File: config.mk
export PLATFORM = sky130hd
export DESIGN_NAME = decoder_scan_ctrl_flat
export DESIGN_NICKNAME = d
export VERILOG_FILES = /design/src/rtl/decoder_scan_ctrl_pkg.sv /design/src/rtl/decoder_scan_ctrl_if.sv /design/src/rtl/decoder_scan_ctrl_dwell_timer.sv /design/src/rtl/decoder_scan_ctrl.sv /design/src/flat_wrapper.sv
export SDC_FILE = /design/constraint.sdc
export NUM_CORES = 1
export LEC_CHECK = 0
export ABC_AREA = 1
export BUFFER_PORTS_ARGS = -buffer_cell sky130_fd_sc_hd__buf_2
export CAP_MARGIN = 20
export CORE_ASPECT_RATIO = 1.1
export CORE_MARGIN = 1.5
export CORE_UTILIZATION = 45
export CTS_CLUSTER_DIAMETER = 30
export DETAILED_ROUTE_END_ITERATION = 8
export SLEW_MARGIN = 40
export SYNTH_ARGS = -nofsm -noshare
export SYNTH_HDL_FRONTEND = slang
export SYNTH_SLANG_ARGS = --single-unit
File: constraint.sdc
create_clock -name clk -period 4.2 [get_ports clk]
set_input_delay 0.21 -clock clk [delete_from_list [all_inputs] [get_ports clk]]
set_output_delay 0.21 -clock clk [all_outputs]
set_load 0.1 [all_outputs]
File: src/rtl/decoder_scan_ctrl_pkg.sv
// Shared types and helpers for the decoder scan controller.
// Channel-mask helpers serve both builds (with and without SCAN_MASK_EN);
// the default build passes an all-ones mask.
package decoder_scan_pkg;

  localparam int NUM_CH = 8;
  localparam int ADDR_W = 3;

  typedef enum logic [1:0] {
    IDLE   = 2'd0,
    ACTIVE = 2'd1,
    BLANK  = 2'd2,
    DONE   = 2'd3
  } state_t;

  // Lowest enabled channel: start point of a pass and the wrap target.
  function automatic logic [ADDR_W-1:0] lowest_ch(input logic [NUM_CH-1:0] m);
    logic [ADDR_W-1:0] r;
    r = '0;
    for (int i = NUM_CH - 1; i >= 0; i--) begin
      if (m[i]) r = ADDR_W'(i);
    end
    return r;
  endfunction

  // True when an enabled channel exists above the current one.
  function automatic logic has_higher(input logic [NUM_CH-1:0] m, input logic [ADDR_W-1:0] a);
    logic r;
    r = 1'b0;
    for (int i = 0; i < NUM_CH; i++) begin
      if (i > int'(a) && m[i]) r = 1'b1;
    end
    return r;
  endfunction

  // Next enabled channel above the current one, else wrap to the lowest.
  function automatic logic [ADDR_W-1:0] next_ch(input logic [NUM_CH-1:0] m, input logic [ADDR_W-1:0] a);
    logic [ADDR_W-1:0] r;
    r = lowest_ch(m);
    for (int i = NUM_CH - 1; i >= 0; i--) begin
      if (i > int'(a) && m[i]) r = ADDR_W'(i);
    end
    return r;
  endfunction

endpackage

File: src/rtl/decoder_scan_ctrl_if.sv
// Handshake and decoder-drive bundle of the scan controller.
// SCAN_MASK_EN adds the channel mask input.
interface decoder_scan_ctrl_if
  import decoder_scan_pkg::*;
#(
  parameter int DWELL_W = 8
);
  logic               start;
  logic               stop;
  logic               continuous;
  logic [DWELL_W-1:0] dwell;
`ifdef SCAN_MASK_EN
  logic [NUM_CH-1:0]  mask;
`endif
  logic [ADDR_W-1:0]  A;
  logic               E;
  logic               busy;
  logic               done;
  logic               sel_strobe;

  modport master (
`ifdef SCAN_MASK_EN
    output mask,
`endif
    output start, stop, continuous, dwell,
    input  A, E, busy, done, sel_strobe
  );

  modport slave (
`ifdef SCAN_MASK_EN
    input  mask,
`endif
    input  start, stop, continuous, dwell,
    output A, E, busy, done, sel_strobe
  );
endinterface

File: src/rtl/decoder_scan_ctrl_dwell_timer.sv
// Loadable down-counter shared between dwell and blanking intervals.
// expire is high on the last cycle of the loaded interval.
module scan_dwell_timer #(
  parameter int W = 8
) (
  input  logic         clk,
  input  logic         rst_n,
  input  logic         load,
  input  logic [W-1:0] value,
  output logic         expire
);
  logic [W-1:0] cnt;

  // Reload on request, otherwise count down and park at zero.
  always_ff @(posedge clk or negedge rst_n) begin
    if (!rst_n) cnt <= '0;
    else if (load) cnt <= value;
    else if (cnt != '0) cnt <= cnt - W'(1);
  end

  assign expire = (cnt == W'(1));
endmodule

File: src/rtl/decoder_scan_ctrl.sv
// Scan sequencer for a 3x8 decoder: walks A through the channels with E high
// for a dwell period and E low for BLANK_CYC cycles between channels.
// Optional SCAN_MASK_EN: skip channels whose mask bit is clear.
// The FSM runs one cycle ahead of the registered outputs; stop is applied
// directly to the output register so E/busy drop on the next cycle.
module decoder_scan_ctrl
  import decoder_scan_pkg::*;
#(
  parameter int DWELL_W   = 8,
  parameter int BLANK_CYC = 1
) (
  input  logic                 clk,
  input  logic                 rst_n,
  decoder_scan_ctrl_if.slave   bus
);
  localparam int CNT_W = (DWELL_W > 4) ? DWELL_W : 4;

  state_t              state_p0, state_d;
  logic [ADDR_W-1:0]   addr_p0, addr_d;
  logic                first_p0, first_d;
  logic [DWELL_W-1:0]  dwell_p0, dwell_d, dwell_eff;
  logic [NUM_CH-1:0]   mask_p0, mask_d, mask_in;
  logic                tmr_load, tmr_expire;
  logic [CNT_W-1:0]    tmr_value;
  logic [ADDR_W-1:0]   addr_p1;
  logic                en_p1, busy_p1, done_p1, strobe_p1;

`ifdef SCAN_MASK_EN
  assign mask_in = bus.mask;
`else
  assign mask_in = '1;
`endif

  assign dwell_eff = (bus.dwell == '0) ? DWELL_W'(1) : bus.dwell;

  scan_dwell_timer #(.W(CNT_W)) u_timer (
    .clk    (clk),
    .rst_n  (rst_n),
    .load   (tmr_load),
    .value  (tmr_value),
    .expire (tmr_expire)
  );

  // State, address and latched configuration registers.
  always_ff @(posedge clk or negedge rst_n) begin
    if (!rst_n) begin
      state_p0 <= IDLE;
      addr_p0  <= '0;
      first_p0 <= 1'b0;
      dwell_p0 <= '0;
      mask_p0  <= '0;
    end else begin
      state_p0 <= state_d;
      addr_p0  <= addr_d;
      first_p0 <= first_d;
      dwell_p0 <= dwell_d;
      mask_p0  <= mask_d;
    end
  end

  // Next-state logic and timer control.
  always_comb begin
    state_d   = state_p0;
    addr_d    = addr_p0;
    first_d   = 1'b0;
    dwell_d   = dwell_p0;
    mask_d    = mask_p0;
    tmr_load  = 1'b0;
    tmr_value = CNT_W'(dwell_p0);
    case (state_p0)
      IDLE: begin
        if (bus.start && !bus.stop) begin
          dwell_d = dwell_eff;
          mask_d  = mask_in;
          if (mask_in == '0) begin
            state_d = DONE;
          end else begin
            state_d   = ACTIVE;
            addr_d    = lowest_ch(mask_in);
            first_d   = 1'b1;
            tmr_load  = 1'b1;
            tmr_value = CNT_W'(dwell_eff);
          end
        end
      end
      ACTIVE: begin
        if (bus.stop) begin
          state_d = IDLE;
        end else if (tmr_expire) begin
          if (has_higher(mask_p0, addr_p0) || bus.continuous) begin
            state_d   = BLANK;
            tmr_load  = 1'b1;
            tmr_value = CNT_W'(BLANK_CYC);
          end else begin
            state_d = DONE;
          end
        end
      end
      BLANK: begin
        if (bus.stop) begin
          state_d = IDLE;
        end else if (tmr_expire) begin
          state_d   = ACTIVE;
          addr_d    = next_ch(mask_p0, addr_p0);
          first_d   = 1'b1;
          tmr_load  = 1'b1;
          tmr_value = CNT_W'(dwell_p0);
        end
      end
      default: state_d = IDLE;
    endcase
  end

  // ---- output stage: registered decoder drive and handshake ----
  always_ff @(posedge clk or negedge rst_n) begin
    if (!rst_n) begin
      addr_p1   <= '0;
      en_p1     <= 1'b0;
      busy_p1   <= 1'b0;
      done_p1   <= 1'b0;
      strobe_p1 <= 1'b0;
    end else begin
      addr_p1 <= addr_p0;
      if (bus.stop && state_p0 != IDLE) begin
        en_p1     <= 1'b0;
        busy_p1   <= 1'b0;
        done_p1   <= 1'b0;
        strobe_p1 <= 1'b0;
      end else begin
        en_p1     <= (state_p0 == ACTIVE);
        busy_p1   <= (state_p0 == ACTIVE) || (state_p0 == BLANK);
        done_p1   <= (state_p0 == DONE);
        strobe_p1 <= first_p0;
      end
    end
  end

  assign bus.A          = addr_p1;
  assign bus.E          = en_p1;
  assign bus.busy       = busy_p1;
  assign bus.done       = done_p1;
  assign bus.sel_strobe = strobe_p1;
endmodule

File: src/flat_wrapper.sv
// flat-port wrapper written by rule: the top's interface ports become plain ports
module decoder_scan_ctrl_flat import decoder_scan_pkg::*;
#(
  parameter int DWELL_W   = 8,
  parameter int BLANK_CYC = 1
)
  (clk, rst_n, bus_start, bus_stop, bus_continuous, bus_dwell, bus_A, bus_E, bus_busy, bus_done, bus_sel_strobe);
  decoder_scan_ctrl_if #(.DWELL_W(DWELL_W)) bus_i ();
  input  logic clk;
  input  logic rst_n;
  input wire logic [$bits(bus_i.start)-1:0] bus_start;
  input wire logic [$bits(bus_i.stop)-1:0] bus_stop;
  input wire logic [$bits(bus_i.continuous)-1:0] bus_continuous;
  input wire logic [$bits(bus_i.dwell)-1:0] bus_dwell;
  output wire logic [$bits(bus_i.A)-1:0] bus_A;
  output wire logic [$bits(bus_i.E)-1:0] bus_E;
  output wire logic [$bits(bus_i.busy)-1:0] bus_busy;
  output wire logic [$bits(bus_i.done)-1:0] bus_done;
  output wire logic [$bits(bus_i.sel_strobe)-1:0] bus_sel_strobe;
  assign bus_i.start = bus_start;
  assign bus_i.stop = bus_stop;
  assign bus_i.continuous = bus_continuous;
  assign bus_i.dwell = bus_dwell;
  assign bus_A = bus_i.A;
  assign bus_E = bus_i.E;
  assign bus_busy = bus_i.busy;
  assign bus_done = bus_i.done;
  assign bus_sel_strobe = bus_i.sel_strobe;
  decoder_scan_ctrl #(.DWELL_W(DWELL_W), .BLANK_CYC(BLANK_CYC)) u_core (.clk(clk), .rst_n(rst_n), .bus(bus_i));
endmodule
# [Word-level counts from Yosys, hierarchy flattened]
# Index checks and enable logic that the tools add are counted.
[op_classes] add_sub_neg=1 magnitude_cmp=7 eq_ne=9 mux=56 n_reduce_logical=21
[op_table] operator="$mux W8" count=7
[op_table] operator="$mux W3" count=18
[op_table] operator="$mux W1" count=21
[op_table] operator="$pmux W8 S2" count=1
[op_table] operator="$gt A3 B3 Y1 const A" count=4
[op_table] operator="$mux W2" count=5
[op_table] operator="$logic_and A1 B1 Y1" count=9
[op_table] operator="$eq A8 B1 Y1 const B" count=1
[op_table] operator="$logic_not A8 Y1" count=1
[op_table] operator="$reduce_bool A8 Y1" count=1
[op_table] operator="$sub A8 B1 Y8 const B" count=1
[op_table] operator="$gt A2 B3 Y1 const A" count=2
[op_table] operator="$ne A3 B2 Y1 const B" count=2
[op_table] operator="$pmux W2 S3" count=1
[op_table] operator="$pmux W3 S2" count=1
[op_table] operator="$reduce_bool A2 Y1" count=3
[op_table] operator="$eq A2 B2 Y1 const B" count=2
[op_table] operator="$ne A2 B1 Y1 const B" count=2
[op_table] operator="$reduce_and A4 Y1" count=1
[op_table] operator="$gt A1 B3 Y1 const A" count=1
[op_table] operator="$pmux W1 S3" count=1
[op_table] operator="$reduce_and A3 Y1" count=1
[op_table] operator="$eq A2 B1 Y1 const B" count=1
[op_table] operator="$logic_not A2 Y1" count=1
[op_table] operator="other kinds (5)" count=6
[totals] register_bits=30 inputBits=13 output_inout_bits=7 wordCells=105

# [Longest topological paths before layout]
# Gate-level depths: netlist of run 1.
[logic_depth] word_depth=18 ltp_mapped=12

# [Hierarchy]
# A second synthesis of run 1 with hierarchy kept.
[hier_totals] hier_cells=229 hier_area_um2=1794.2
[modules_own_cells] mod="decoder_scan_ctrl" n_inst=1 cells_each=149 area_each_um2=1171.1
[modules_own_cells] mod="scan_dwell_timer" n_inst=1 cells_each=80 area_each_um2=623.1

# [Least setup slack after synthesis of run 1]
# Ideal clock, no wire load.
[synth_timing] kind="reg2reg" startpoint="register u_core.state_p0[0]" endpoint="register u_core.u_timer.cnt[0]" setup_time_ns=0.117 arrival_time_ns=1.452 setup_slack_ns=2.632 path_stages_with_launch=13 period_less_slack_ns=1.568 path_cell_list="dfrtp_1 inv_1 ha_1 inv_2 nor2_1 buf_2 inv_2 nand2_1 nand4_1 clkinv_1 nand2_1 nand2_1 nand2_1"
[synth_between] elab_chain_cells=3
[synth_lines] element="start, declared" line="decoder_scan_ctrl.sv:18" source="state_t state_p0, state_d;"
[synth_lines] element="start signal, assigned" line="decoder_scan_ctrl.sv:53" source="state_p0 <= state_d;"
[synth_lines] element="$eq A2 B2 Y1 (tied with other cells)" line="decoder_scan_ctrl.sv:70" source="case (state_p0)"
[synth_lines] element="$pmux W1 S3 or $pmux W8 S2 (tied branches)" line="decoder_scan_ctrl.sv:70"
[synth_lines] element="$mux W8 or $reduce_bool A2 Y1 (tied branches)"
[synth_lines] element="end signal, assigned" line="decoder_scan_ctrl_dwell_timer.sv:17" source="else if (load) cnt <= value;"
[synth_lines] element="end signal, assigned" line="decoder_scan_ctrl_dwell_timer.sv:18" source="else if (cnt != '0) cnt <= cnt - W'(1);"
[synth_lines] element="end, declared" line="decoder_scan_ctrl_dwell_timer.sv:12" source="logic [W-1:0] cnt;"
# Several ways; a longest one is shown, not always the timed one.
# A chain may end at the register's enable or synchronous reset.

# [Final worst setup path of run 1]
[layout_timing] startpoint="register u_core.state_p0[0]" endpoint="register u_core.u_timer.cnt[5]"
# The elaborated chain is that of the path after synthesis.

==> run_results.csv, run 1 <==
group,metric,value,unit
logic_synthesis,synthSimpleGateAreaFrac,0.251,
worst_setup_path,crit_fanout,11,
logic_synthesis,synth_xor_area_frac,0.0153,
sta,tightestPinTransition,0.710,ns
logic_synthesis,synth_edf_count,0,
clock_tree,ctsLongestPathBuffers,2,
logic_synthesis,synthArstFlopShare,1.00,
pwr,p_leak,0.00102,uW
logic_synthesis,muxShareOfSynthArea,0,
sta,fin_crit_sh,0.536,
worst_setup_path,startpoint,"u_core.state_p0[0]$_DFFE_PN0P_",
logic_synthesis,synth_fa_ha_area_frac,0.0438,
detailed_routing,vias,1445,
detailed_routing,vias_per_cell,5.14,
clock_tree,cts_root_buffer,"clkbuf_8",
sta,rsz0062_at_grt,"no",
sta,setup_viol,0,
pwr,ir_worst_vdd,0.000451,V
worst_setup_path,crit_required,4.38,ns
sta,fmaxAchievable,444,MHz
detailed_routing,drcViolationCount,0,
grt,grt_antenna_before_repair,0,
logic_synthesis,yosys_warnings,0,
logic_synthesis,synth.distinct_cells,33,
worst_setup_path,endpoint,"u_core.u_timer.cnt[5]$_DFFE_PN0P_",
logic_synthesis,synth_area,0.00172,sq mm
sta,fin_ws,1.95,ns
pwr,power.internal,844,uW
logic_synthesis,yosys.area.top_type_share,0.438,
sta,fin_crit,2.25,ns
floorplanning,dieHeight,67.8,microns
placement,io_buffers,19,
worst_setup_path,critPathLaunchType,"flop",
worst_setup_path,crit_type,"reg2reg",
pwr,combPwrFrac,0.437,
clock_tree,cts_sinks,30,
placement,dp_slack,1.97,ns
detailed_routing,drt_first_pass_iters,4,
clock_tree,cts_max_level,2,
clock_tree,cts_buffers,5,
logic_synthesis,yosysMostFrequentCell,"nand2_1",
outcome,status,"finished clean",
detailed_routing,ant_nets,0,
flow_run,maxCapViolations,0,
grt,grt_overflow,0,
sta,hold_slack,0.209,ns
floorplanning,die-area,0.00419,sq mm
floorplanning,start_util,0.469,
placement,routabilityCongestion,0.886,
logic_synthesis,synth_area_leaders,"dfrtp_1 (44%), nand2_1 (9.6%), inv_1 (5.9%)",
sta,finalHoldViolCount,0,
placement,placedCellCount,272,
pwr,switching_share,0.432,
worst_setup_path,end_kind,"flop",
logic_synthesis,synth_fp_nets,226,
pwr,power_frac_seq,0.320,
clock_tree,tritoncts,"built",
worst_setup_path,worstPathArrival,2.43,ns
clock_tree,postCtsSetupBuffers,0,
logic_synthesis,ys.flop_type,"dfrtp_1",
grt,grt_usage,0.198,
worst_setup_path,rr_endpoint,"u_core.u_timer.cnt[5]$_DFFE_PN0P_",
layout,stdcell_area,0.00200,sq mm
sta,fin_setup_tns,0,ns
floorplanning,coreArea,0.00365,sq mm
placement,hpwl,2640,microns
placement,place_area,0.00185,sq mm
clock_tree,clock_latency,0.28,ns
logic_synthesis,synth-compound-area-share,0.167,
layout,layout.cells.non_filler,281,
hold_path,hold_path.class,"in2reg",
logic_synthesis,synth_common_cells,"nand2_1 (44), dfrtp_1 (30), inv_1 (27), nand3_1 (14), nor2_1 (12)",
pwr,p_switching,643,uW
worst_setup_path,worstRegToRegCells,9,
worst_setup_path,r2r-start,"u_core.state_p0[0]$_DFFE_PN0P_",
pwr,clock_power_share,0.243,
worst_setup_path,rrSetupSlack,1.95,ns
layout,area_growth_syn_to_layout,16.6,%
floorplanning,num_rows,23,
logic_synthesis,yosysSeqAreaShare,0.438,
floorplanning,die_x,61.9,microns
logic_synthesis,synth_cells,207,
grt,grt_pass1_wl,6030,microns
logic_synthesis,syn_area_per_cell,8.29,sq um
logic_synthesis,synth_top_family_by_area,"simple AND/OR/NAND/NOR gates",
pwr,power.density,744,mW/mm^2
logic_synthesis,ys_ff_latch,30,
detailed_routing,wl,3420,microns
layout,diodes,0,
sta,slew_headroom,0.525,
logic_synthesis,synth_area_leader_cell,"dfrtp_1",
layout,drive_gt1_frac,0.195,
layout,fin_nets,249,
grt,grt_pass1_vias,1360,
layout,fill_cells,348,
clock_tree,clkTransAtPathRegs,0.07,ns
floorplanning,pin_count,20,
detailed_routing,wl_per_cell,12.2,microns
grt,grt_max_degree,31,
sta,report.final.slew_viol_count,0,
sta,skew,0.0101,ns
detailed_routing,drt_iter0_markers,86,
-- state kept, by name, indices dropped and copies added, names as in the netlist --
signal,count
u_core.bus.E,1
u_core.u_timer.cnt,8
u_core.state_p0,2
u_core.dwell_p0,8
u_core.bus.done,1
u_core.bus.busy,1
u_core.bus.sel_strobe,1
u_core.first_p0,1
u_core.bus.A,3
u_core.mask_p0,1
u_core.addr_p0,3
-- metrics by stage --
step / total power, uW / util
floorplan: 998 / -
global placement: 1120 / 0.505
detailed placement: 1130 / 0.505
CTS: 1500 / 0.547
global route: 1610 / 0.547
finish: 1490 / 0.547
-- cells by family (layout without fill, tap and decap cells) --
kind of cell | after synthesis | after routing
buf+inv | 36 | 60
xor+xnor | 3 | 3
flops | 30 | 30
compound gates | 45 | 45
fa+ha+maj | 6 | 6
simple gates | 87 | 87
-- final cells by class --
type	instances	area (sq um)	area share
inverters	32	120	0.0601
flip-flops and latches	30	751	0.375
clock inverters	2	60.1	0.0300
well taps	50	62.6	0.0313
repair buffers	20	105	0.0526
clock buffers	6	82.6	0.0413
multi-input cells	141	818	0.409
-- per-layer routing --
layer | wire length [microns] | GRT usage | share of wire
met1 | 1550 | 0.266 | 0.45
met3 | 157 | 0.0556 | 0.046
met2 | 1670 | 0.305 | 0.49
met5 | 0 | 0 | 0
met4 | 41 | 0.0638 | 0.012
-- worst max-delay path, stage by stage, from the launching register on --
cell and delay [ns]:
dfrtp_1 0.40, inv_1 0.11, ha_1 0.32, inv_2 0.16, nor2_1 0.59, a21oi_2 0.10
a21oi_2 0.24, nand3_1 0.12, nand2_1 0.07, inv_1 0.04
-- how the worst min path moves through the flow --
stage / startpoint / endpoint / slack (ns) / cells after the start
2_1_floorplan: rst_n / u_core.addr_p0[0]$_DFFE_PN0P_ / -0.09 / 0
5_1_grt: bus_stop / u_core.bus.done$_DFF_PN0_ / 0.22 / 2
6_report: bus_stop / u_core.bus.done$_DFF_PN0_ / 0.21 / 2
3_5_place_dp: rst_n / u_core.u_timer.cnt[1]$_DFFE_PN0P_ / 0.28 / 1
4_1_cts: bus_stop / u_core.bus.done$_DFF_PN0_ / 0.20 / 2
3_3_place_gp: rst_n / u_core.u_timer.cnt[3]$_DFFE_PN0P_ / 0.27 / 1
-- power groups by stage --
stage          clock network [uW]  registers, uW  logic [uW]
2_1_floorplan                   0            578         419
3_3_place_gp                    0            479         646
3_5_place_dp                    0            482         650
4_1_cts                       367            477         655
5_1_grt                       379            491         737
6_report                      361            477         650
-- placed cells by master (no fill, tap or decap), types with 3 or more instances in the layout --
| cell | count |
|---|---|
| a21oi_1 | 4 |
| o21ai_1 | 11 |
| ha_1 | 6 |
| o21ai_0 | 11 |
| o211ai_1 | 3 |
| buf_2 | 19 |
| nand2_1 | 44 |
| a22oi_1 | 7 |
| nor2_1 | 12 |
| dfrtp_1 | 30 |
| inv_2 | 4 |
| nand3_1 | 14 |
| inv_1 | 27 |
| clkbuf_8 | 6 |
| nand4_1 | 5 |
-- timing repair --
| item | CTS | global route |
|---|---|---|
| gates resized for setup | 0 | 0 |
| endpoints found under the setup margin | 0 | 0 |
| hold endpoints to repair | 30 | 0 |
| hold buffers | 1 | 0 |
Note: power is estimated with default switching activity, not from simulation.
==> inputs of run 2 (changes only) <==
clock period = 2.3 ns   (was 4.2 ns; I/O delays follow)
==> run 2 against run 1 <==
First-iteration DRC count grew 8.1%. Count of clock-buffer cells in the layout decreased by 1. Wire length grew 0.56%. Via count shrank 0.42%. Fmax is 14% higher. Combinational power grew 80%. Cell count increased by 0.36%. Critical path depth rose by 3. Largest power group unchanged. Worst hold slack got worse by 0.093 ns.
==> run_results.csv, run 2 (synthesis results as in run 1) <==
group,metric,value,unit
outcome,status,"finished clean",
layout,diodes,0,
placement,routabilityCongestion,0.878,
layout,top_regs,"u_core.dwell_p0 x8, u_core.u_timer.cnt x8",
layout,fin_nets,250,
layout,area_growth_syn_to_layout,15.0,%
clock_tree,cts_max_level,2,
detailed_routing,ant_nets,0,
floorplanning,coreArea,0.00365,sq mm
sta,fmaxAchievable,507,MHz
floorplanning,die-area,0.00419,sq mm
pwr,clock_power_share,0.201,
sta,fin_crit_sh,0.858,
grt,grt_max_degree,31,
clock_tree,cts_sinks,30,
worst_setup_path,end_kind,"flop",
placement,placedCellCount,273,
detailed_routing,wl_per_cell,12.2,microns
worst_setup_path,worstPathArrival,2.15,ns
detailed_routing,drt_iter0_markers,93,
worst_setup_path,crit_required,2.47,ns
sta,slew_headroom,0.558,
detailed_routing,vias,1439,
clock_tree,postCtsSetupBuffers,0,
worst_setup_path,critPathTopFamily,"buffers and inverters",
floorplanning,pin_count,20,
sta,skew,0.00648,ns
clock_tree,cts-resized-gates,0,
pwr,power.internal,1400,uW
floorplanning,dieHeight,67.8,microns
sta,setup_viol,0,
clock_tree,cts_buffers,5,
hold_path,whs_path_depth,3,
worst_setup_path,path_cells,"inv_1 -> ha_1 -> inv_2 -> nor2_1 -> buf_4 -> inv_2 -> nand2_1 -> nand4_1 -> clkinv_1 -> nand2_1 -> nand2_1 -> nand2_1",
worst_setup_path,worstRegToRegCells,12,
placement,io_buffers,19,
pwr,ir_worst_vdd,0.000797,V
worst_setup_path,cpPeakStageDelay,0.42,ns
layout,final_common_cell,"nand2_1",
pwr,p_leak,0.00101,uW
pwr,power_frac_seq,0.341,
grt,grt_usage,0.191,
placement,hpwl,2630,microns
sta,report.final.slew_viol_count,0,
floorplanning,die_x,61.9,microns
grt,grt_pass1_vias,1331,
detailed_routing,drcViolationCount,0,
worst_setup_path,crit_cells,12,
worst_setup_path,slowest_stage,"dfrtp_1",
layout,layout.cells.non_filler,282,
sta,fin_crit,1.97,ns
floorplanning,num_rows,23,
detailed_routing,wl,3440,microns
worst_setup_path,cpMostUsedCell,"nand2_1",
sta,tightestPinTransition,0.664,ns
layout,drive_gt1_frac,0.198,
worst_setup_path,critPathLaunchType,"flop",
worst_setup_path,crit_fanout,11,
clock_tree,ctsLongestPathBuffers,2,
layout,layout_common_cells,"nand2_1 (44), dfrtp_1 (30), inv_1 (27), buf_2 (19), nand3_1 (14)",
hold_path,hold_path.class,"in2reg",
pwr,power.density,1300,mW/mm^2
sta,rsz0062_at_grt,"no",
detailed_routing,vias_per_cell,5.10,
clock_tree,cts_root_buffer,"clkbuf_8",
grt,grt_pass1_wl,5800,microns
clock_tree,clock_latency,0.28,ns
sta,fin_setup_tns,0,ns
pwr,combPwrFrac,0.458,
pwr,p_switching,1160,uW
pwr,switching_share,0.453,
worst_setup_path,crit_buf_inv,5,
layout,fill_cells,360,
detailed_routing,drt_first_pass_iters,4,
grt,grt_overflow,0,
worst_setup_path,crit_type,"reg2reg",
sta,finalHoldViolCount,0,
floorplanning,start_util,0.469,
grt,grt_antenna_before_repair,0,
clock_tree,clkTransAtPathRegs,0.07,ns
clock_tree,tritoncts,"built",
pwr,finalPower,2560,uW
clock_tree,ctsHoldBuffers,1,
flow_run,maxCapViolations,0,
-- run 2: cell types whose count changed in the layout (fill, tap and decap cells not counted) --
cell       delta
clkinv_2      +2
buf_4         +1
bufinv_16     -1
clkbuf_8      -1
-- run 2: worst paths after layout --
check                           slack (ns)                           endpoint                            from
max in group asynchronous             1.47    u_core.bus.sel_strobe$_DFF_PN0_                           rst_n
min in group asynchronous             0.40  u_core.u_timer.cnt[2]$_DFFE_PN0P_                           rst_n
worst min-delay path                  0.12     u_core.dwell_p0[1]$_DFFE_PN0P_                    bus_dwell[1]
worst min register to register        0.45          u_core.bus.A[0]$_DFF_PN0_   u_core.addr_p0[0]$_DFFE_PN0P_
worst max-delay path                  0.33  u_core.u_timer.cnt[0]$_DFFE_PN0P_  u_core.state_p0[1]$_DFFE_PN0P_
worst max register to register        0.33  u_core.u_timer.cnt[0]$_DFFE_PN0P_  u_core.state_p0[1]$_DFFE_PN0P_
-- run 2: cell type report --
cell class	instances	area [sq um]	area share
flip-flops and latches	30	751	0.380
inverters	32	120	0.0609
well taps	50	62.6	0.0317
clock inverters	3	40.0	0.0203
multi-input cells	141	818	0.415
repair buffers	21	113	0.0571
clock buffers	5	68.8	0.0349
-- run 2: worst min-delay path, stage by stage --
cell	delay, ns
buf_2	0.09
a22oi_1	0.09
nand2_1	0.07
-- run 2: metal layers --
| layer | share of wire | track usage | vias to the layer above |
|---|---|---|---|
| li1 | - | - | 730 |
| met1 | 0.47 | 0.257 | 663 |
| met2 | 0.46 | 0.288 | 38 |
| met3 | 0.047 | 0.0517 | 8 |
| met4 | 0.019 | 0.0798 | 0 |
| met5 | 0 | 0 | - |
-- run 2: per-stage QoR --
stage               instance area, sq um  hold WS, ns   util  worst slack, ns
floorplan                           1720       -0.181      -            0.732
global placement                    1850        0.175  0.507            0.437
detailed placement                  1850        0.181  0.507            0.347
CTS                                 1970        0.110  0.540            0.334
global route                        1970        0.127  0.540            0.163
finish                              1970        0.115  0.540            0.328
-- run 2: power groups by stage --
stage	Sequential (uW)	Clock (uW)	Combinational, uW
floorplan	1060	0	766
global placement	873	0	1170
detailed placement	880	0	1180
CTS	872	527	1180
global route	899	549	1320
finish	874	513	1170
